File: src/rtl/alu_arbiter.sv
// Two-requester arbiter around a shared 64-bit ALU with valid/ready handshakes.
// Define ALU_ARB_RR_EN for round-robin arbitration; otherwise requester 0 has fixed priority.
module alu_arbiter #(
  parameter int WIDTH = 64
) (
  input  logic             clk,
  input  logic             rst,
  input  logic             req0_valid,
  output logic             req0_ready,
  input  logic [3:0]       req0_op,
  input  logic [WIDTH-1:0] req0_x,
  input  logic [WIDTH-1:0] req0_y,
  output logic             rsp0_valid,
  input  logic             rsp0_ready,
  output logic [WIDTH-1:0] rsp0_data,
  output logic             rsp0_zero,
  input  logic             req1_valid,
  output logic             req1_ready,
  input  logic [3:0]       req1_op,
  input  logic [WIDTH-1:0] req1_x,
  input  logic [WIDTH-1:0] req1_y,
  output logic             rsp1_valid,
  input  logic             rsp1_ready,
  output logic [WIDTH-1:0] rsp1_data,
  output logic             rsp1_zero,
  output logic             busy
);

  localparam logic [1:0] S_IDLE = 2'd0;
  localparam logic [1:0] S_EXEC = 2'd1;
  localparam logic [1:0] S_RESP = 2'd2;

  logic [1:0]       state_q, state_d;
  logic             owner_q;
  logic [3:0]       op_q, op_d;
  logic [WIDTH-1:0] x_q, x_d;
  logic [WIDTH-1:0] y_q, y_d;
  logic [WIDTH-1:0] result_q;
  logic             zero_q;
  logic [WIDTH-1:0] alu_res;
  logic             pick1;
  logic             grant0;
  logic             grant1;
  logic             accept;
  logic             rsp_hs;
  logic             idle;

`ifdef ALU_ARB_RR_EN
  logic             last_q;

  // Tie goes to the requester that was not granted last.
  always_comb begin
    pick1 = req1_valid & (~req0_valid | ~last_q);
  end
`else
  // Requester 0 always wins a tie.
  always_comb begin
    pick1 = req1_valid & ~req0_valid;
  end
`endif

  // Grants only in IDLE and never while reset is asserted.
  always_comb begin
    idle   = (state_q == S_IDLE) & ~rst;
    grant1 = idle & pick1;
    grant0 = idle & req0_valid & ~pick1;
    accept = grant0 | grant1;
    op_d   = grant1 ? req1_op : req0_op;
    x_d    = grant1 ? req1_x : req0_x;
    y_d    = grant1 ? req1_y : req0_y;
  end

  // Shared ALU, fed only from the operand registers.
  always_comb begin
    alu_res = '0;
    unique case (op_q)
      4'd0:    alu_res = x_q & y_q;
      4'd1:    alu_res = x_q | y_q;
      4'd2:    alu_res = x_q + y_q;
      4'd6:    alu_res = x_q - y_q;
      default: alu_res = '0;
    endcase
  end

  // Sequencer next state: accept, evaluate, hold result until consumed.
  always_comb begin
    rsp_hs  = owner_q ? rsp1_ready : rsp0_ready;
    state_d = state_q;
    unique case (state_q)
      S_IDLE:  if (accept) state_d = S_EXEC;
      S_EXEC:  state_d = S_RESP;
      S_RESP:  if (rsp_hs) state_d = S_IDLE;
      default: state_d = S_IDLE;
    endcase
  end

  // State, operand capture on accept, result capture in EXEC.
  always_ff @(posedge clk) begin
    if (rst) begin
      state_q  <= S_IDLE;
      owner_q  <= 1'b0;
      op_q     <= '0;
      x_q      <= '0;
      y_q      <= '0;
      result_q <= '0;
      zero_q   <= 1'b0;
    end else begin
      state_q <= state_d;
      if (accept) begin
        owner_q <= grant1;
        op_q    <= op_d;
        x_q     <= x_d;
        y_q     <= y_d;
      end
      if (state_q == S_EXEC) begin
        result_q <= alu_res;
        zero_q   <= (alu_res == '0);
      end
    end
  end

`ifdef ALU_ARB_RR_EN
  // Remember the last granted requester; starts at 1 so req0 wins first tie.
  always_ff @(posedge clk) begin
    if (rst) begin
      last_q <= 1'b1;
    end else if (accept) begin
      last_q <= grant1;
    end
  end
`endif

  // Handshake and status outputs, all held low while in reset.
  always_comb begin
    req0_ready = grant0;
    req1_ready = grant1;
    rsp0_valid = ~rst & (state_q == S_RESP) & ~owner_q;
    rsp1_valid = ~rst & (state_q == S_RESP) & owner_q;
    rsp0_data  = result_q;
    rsp1_data  = result_q;
    rsp0_zero  = zero_q;
    rsp1_zero  = zero_q;
    busy       = ~rst & (state_q != S_IDLE);
  end

endmodule

File: config.mk
export PLATFORM = sky130hd
export DESIGN_NAME = alu_arbiter
export DESIGN_NICKNAME = d
export VERILOG_FILES = /design/src/rtl/alu_arbiter.sv
export SDC_FILE = /design/constraint.sdc
export NUM_CORES = 1
export LEC_CHECK = 0
export CORE_ASPECT_RATIO = 0.5
export CORE_MARGIN = 2
export CORE_UTILIZATION = 32
export CTS_CLUSTER_DIAMETER = 30
export DETAILED_ROUTE_END_ITERATION = 10
export GPL_TIMING_DRIVEN = 0
export HOLD_SLACK_MARGIN = 0.03
export PLACE_DENSITY = 0.54
export SYNTH_ARGS = -nofsm -noshare
export SYNTH_HDL_FRONTEND = slang
export SYNTH_SLANG_ARGS = --single-unit
File: constraint.sdc
create_clock -name clk -period 7.85 [get_ports clk]
set_input_delay 1.57 -clock clk [delete_from_list [all_inputs] [get_ports clk]]
set_output_delay 1.57 -clock clk [all_outputs]
set_load 0.01 [all_outputs]
After elaboration in Yosys (flattened, before gate mapping)
Cells that the tools add are included.
{ "word_totals": {"regBits": 200, "latchBits": 0, "mem_bits_rw": 0, "mem_bits_ro": 0, "input_bits": 270, "out_inout_bits": 135, "word_cells": 45, "memories": 0} }
{ "op_classes": {"addsub": 2, "multipliers": 0, "div_mod_pow": 0, "order_cmp": 0, "n_eq_ne": 7, "shift": 0, "mux": 8, "bitwise_logic": 16, "reduce_logical": 5} }
{ "op_table": {"columns": ["cell", "count"], "rows": [
  ["$pmux 64 s4", 1],
  ["$mux 64", 2],
  ["$add 64x64->64", 1],
  ["$and 64x64->64", 1],
  ["$logic_not 64->1", 1],
  ["$or 64x64->64", 1],
  ["$sub 64x64->64", 1],
  ["$and 1x1->1", 9],
  ["$pmux 2 s3", 1],
  ["$eq 4x1->1 const B", 1],
  ["$eq 4x2->1 const B", 1],
  ["$eq 4x3->1 const B", 1],
  ["$logic_not 4->1", 1],
  ["$mux 2", 2],
  ["$mux 4", 1],
  ["$ne 2x2->1 const B", 2],
  ["$not 1->1", 4],
  ["$eq 2x1->1 const B", 1],
  ["$eq 2x2->1 const B", 1],
  ["$logic_not 2->1", 1],
  ["$reduce_and 2->1", 1],
  ["$reduce_bool 2->1", 1],
  ["$mux 1", 1],
  ["$or 1x1->1", 1]
]} }

Logic depth before layout (Yosys ltp)
{ "depth": {"ltp_word": 7, "ltp_mapped": 26, "depth_no_buf": 23} }

Worst setup path before layout
OpenSTA, ideal clock, no wires.
{ "synth_path": {"path_type": "register to register", "startpoint": "register y_q[8]", "endpoint": "register zero_q (netlist: rsp0_zero)", "setup_ns": 0.069, "t_arrival_ns": 5.214, "required_ns": 7.781, "path_slack_ns": 2.567, "path_stages_with_launch": 25, "n_path_buf": 3, "synth_period_minus_slack_ns": 5.283, "path_cell_list": "dfxtp_1 buf_2 or4_4 nand2b_1 or2_1 buf_6 or4_4 nor2_1 nand2_1 o41ai_1 xor2_1 ha_1 buf_2 nand2_1 nor2_1 nand2_1 or4b_1 a211o_1 o211ai_1 nor2_1 a211o_1 nor4_1 and4_1 nand4_1 o21ai_1"} }
{ "synth_via": {"elab_chain_cells": 3, "elab_cells_between_ends": 6, "cone_classes": "add/sub (2); mux (1); bitwise (2); reduce/logical (1)"} }
{ "synth_rtl": {"columns": ["item", "line", "text"], "rows": [
  ["start: declaration", "37", "logic [WIDTH-1:0] y_q, y_d;"],
  ["start signal: assignment", "113", "y_q <= y_d;"],
  ["$sub 64x64->64, or another cell as far along", "80", "4'd6: alu_res = x_q - y_q;"],
  ["$pmux 64 s4 *", "76", "unique case (op_q)"],
  ["$logic_not 64->1 *", "117", "zero_q <= (alu_res == '0);"],
  ["end signal: assignment", "117", null],
  ["end: declaration", "39", "logic zero_q;"]
]} }
Every way passes the cells marked *; elsewhere a longest branch is shown, timed or not.
A chain may end at the register's enable or synchronous reset.

Worst setup path in the final report
{ "layout_path": {"startpoint": "register op_q[1]", "endpoint": "register zero_q (netlist: rsp0_zero)"} }
{ "layout_via": {"elab_chain_cells": 3, "elab_cells_between_ends": 6, "cone_classes": "eq/ne (3); mux (1); reduce/logical (2)"} }
{ "layout_rtl": {"columns": ["item", "line", "text"], "rows": [
  ["start: declaration", "35", "logic [3:0] op_q, op_d;"],
  ["start signal: assignment", "111", "op_q <= op_d;"],
  ["$eq 4x3->1, or another cell as far along", "76", null],
  ["$pmux 64 s4 *", "76", null],
  ["$logic_not 64->1 *", "117", null]
]} }
Marks and branches as above.

==> flow_summary.yaml <==
layout:
  drive_gt1_share_pct: 5.36
  num-fill-cells: 5056
  seq_area_mm2: 0.00400
  multi_input_area_mm2: 0.0103
  finalNonFillerCells: 3246
  area_delta_synth_final_pct: 35.6
  final_nets: 2916
  utilization_pct: 43.7
worst_setup_path:
  crit_family: "simple AND/OR/NAND/NOR gates"
  critPathSlowestCell: "nor3b_2"
  slowest_delay_ns: 0.64
  crit_chain: "nor3b_2, clkbuf_1, buf_1, clkbuf_2, nand2_1, clkbuf_1, nand2_1, o21ai_0, fa_1, nand2b_1, a2111oi_2, a211oi_1, or3_4, a31oi_1, o22ai_1, o31ai_1, xnor2_1, o211ai_1, nor4_1, nand4_1, o21ai_1"
  worstPathRequired_ns: 8.26
  cp_max_fo: 10
  end_kind: "flip-flop"
  critPathBufInv: 4
  startpoint_type: "flip-flop"
  arrival_ns: 7.93
  crit_type: "reg -> reg"
floorplanning:
  pin_count: 405
  die_area_mm2: 0.0505
  start_util_pct: 32.2
  coreArea_mm2: 0.0483
  fp.dieW_um: 316
  fp-row-count: 57
  die_h_um: 160
synth:
  synth_seq_cells: 200
  syn_area_mm2: 0.0156
  synth_edf_count: 0
  yosysTopAreaCell: "dfxtp_1"
  synth_top_cell_area_share_pct: 25.7
  syn_inst: 2157
  synthTopCellsByArea: "dfxtp_1, nand2_1, a311oi_1, nor2_1, ha_1"
  synthFlopType: "dfxtp_1"
  syn_avg_cell_area_um2: 7.21
  synth_warnings: 0
  yosysSeqAreaShare_pct: 25.7
  synthArstFlopShare_pct: 0
  synth_cell_types: 83
  synth.net_count: 2494
pwr:
  power.density_mw_per_mm2: 190
  ir_drop_mv: 0.156
  p_leak_nw: 7.90
clock_tree:
  numCtsBuffers: 17
  cts_root_buf: "clkbuf_16"
  h-tree-depth: 4
  clkLatencyLatePin_ns: 0.50
  clock-sinks: 200
  cts_tree: "built"
  clock_path_buffers: 2
  clkTransAtPathRegs_ns: 0.09
  post-cts-setup-buffer-count: 0
global_routing:
  grt_pass1_vias: 16800
  grt_pass1_wl_um: 122000
  antenna_found_initial: 5
  track_usage_pct: 33.0
  overflow: 0
  grt_max_degree: 25
routing:
  viasPerCell: 5.75
  wirelength_um: 85900
  wl_per_cell_um: 26.5
  drtIter0Drc: 2341
  drt-pass1-iter-count: 8
  ant_nets: 0
  route.vias.total: 18700
  drcViolationCount: 0
sta:
  rsz0062_at_grt: "false"
  setup_viol: 0
  min_period_ns: 7.52
  relSlewSlack_pct: 32.4
  fin_hold_ws_ns: 0.480
  tightest_slew_ns: 1.01
  fmax_ghz: 0.133
  clock_skew_ns: 0.0334
  final.setup.worst_slack_ns: 0.332
  finalHoldViolCount: 0
  final.period_utilization_pct: 95.8
  maxSlewViolCount: 0
placement:
  dp_slack_ns: 0.0337
  dp_hpwl_um: 71600
  gp_congestion: 0.996
  portBuffers: 403
  place_inst: 3209
outcome:
  status: "complete, no violations"
flow_run:
  drv_cap: 0
worst_hold_path:
  holdCritPathClass: "reg -> reg"
==> routing by layer <==
layer | wire length (um) | part of all wire (%) | GRT usage (%) | up-vias
li1 | - | - | - | 8587
met1 | 42100 | 49 | 51.8 | 9091
met2 | 32500 | 38 | 42.5 | 930
met3 | 10700 | 12 | 11.8 | 56
met4 | 667 | 0.78 | 4.16 | 2
met5 | 36 | 0.042 | 0 | -
==> cells in the final DEF (no fill, tap or decap), drive strengths merged, types with 10 or more instances in the layout <==
cell / netlist / final
maj3: 55 / 55
a21o: 19 / 19
o21a: 22 / 22
xnor2: 55 / 55
o21bai: 11 / 11
inv: 22 / 34
o21ai: 123 / 123
and2: 13 / 13
xor2: 46 / 46
and3: 10 / 10
nand3: 21 / 21
nand4: 32 / 32
ha: 66 / 66
nand2: 407 / 407
o211ai: 16 / 16
dfxtp: 200 / 200
a22oi: 18 / 18
a311oi: 138 / 138
buf: 98 / 98
nand2b: 19 / 19
o31ai: 14 / 14
clkdlybuf4s50: 0 / 403
or3: 20 / 20
nor4: 19 / 19
clkbuf: 134 / 151
a31oi: 13 / 13
a21oi: 129 / 129
nor3: 41 / 41
nor2: 251 / 251
a211oi: 45 / 45
==> tightest hold or removal path, stage by stage, from the launching register on <==
cell	delay [ns]
dfxtp_1	0.33
nand2_1	0.05
a21oi_1	0.05
==> cells in the mapped netlist (6+ instances only) <==
library cell  count
nand2_1         407
xnor2_1          54
nor2_1          251
clkbuf_1        131
and3_1           10
nand4_1          31
o21a_1           22
buf_2            13
nor3_1           39
a311oi_1        138
and2_1           11
nand3b_1          8
nand3_1          21
a211oi_1         45
nor4_1           19
inv_1            21
buf_1            15
nand2b_1         19
o31ai_1          14
a21o_1           19
maj3_1           55
buf_4            69
a22oi_1          18
o211ai_1         16
o21bai_1         11
o21ai_0         119
a21oi_1         127
ha_1             66
mux2i_1           6
o41ai_1           7
dfxtp_1         200
or3_1            19
xor2_1           46
a31oi_1          13
a2111oi_0         6
==> per-stage QoR <==
step	power [mW]	setup TNS, ns	cell area (um2)
finish	4.00	0	21100
detailed placement	2.89	0	20400
floorplan	2.17	0	15600
CTS	3.94	0	21100
global route	4.16	0	21100
global placement	2.90	-0.110	20400
==> sequential cells by signal, summed over array words and instances, names as in the netlist <==
name	cells
rsp0_data	64
y_q	64
owner_q	1
rsp0_zero	1
op_q	4
x_q	64
state_q	2
==> kinds of logic (layout without fill, tap and decap cells) <==
kind of cell / Yosys count / in the layout / synth area share, %
AO/OA/AOI/OAI: 606 / 606 / 26.8
XOR/XNOR: 101 / 101 / 5.73
flip-flops: 200 / 200 / 25.7
other: 0 / 5 / 0
AND/OR/NAND/NOR: 868 / 868 / 24.4
multiplexers: 6 / 6 / 0.386
adder cells (fa/ha/maj): 122 / 122 / 8.98
buffers and inverters: 254 / 689 / 7.97
==> worst paths after layout <==
check / from / to / slack, ns / cells past startpoint
worst max-delay path: op_q[1] / rsp0_zero / 0.33 / 21
worst min-delay path: rsp0_data[33] / rsp0_data[33] / 0.48 / 2
worst max register to register: op_q[1] / rsp0_zero / 0.33 / 21
worst min register to register: rsp0_data[33] / rsp0_data[33] / 0.48 / 2
==> area by class of cell <==
cell class / count / share of cell area, %
Multi-Input combinational cell: 1703 / 48.9
Timing Repair Buffer: 403 / 19.1
Sequential cell: 200 / 19.0
Buffer: 232 / 5.49
Tap cell: 649 / 3.85
Clock buffer: 17 / 2.02
Clock inverter: 15 / 1.12
Inverter: 22 / 0.392
Antenna cell: 5 / 0.0593
==> report_power, final <==
group | leakage, nW | total (mW) | internal, mW | switching (mW)
clock | 0.319 | 1.05 | 0.486 | 0.565
combinational | 5.94 | 1.67 | 0.673 | 0.993
sequential | 1.65 | 1.29 | 1.11 | 0.173
==> repair_timing <==
action,4_1_cts,5_1_grt
resized for setup,1,2
setup endpoints to repair,1,1
hold buffers,0,0
Note: power is estimated with default switching activity, not from simulation.
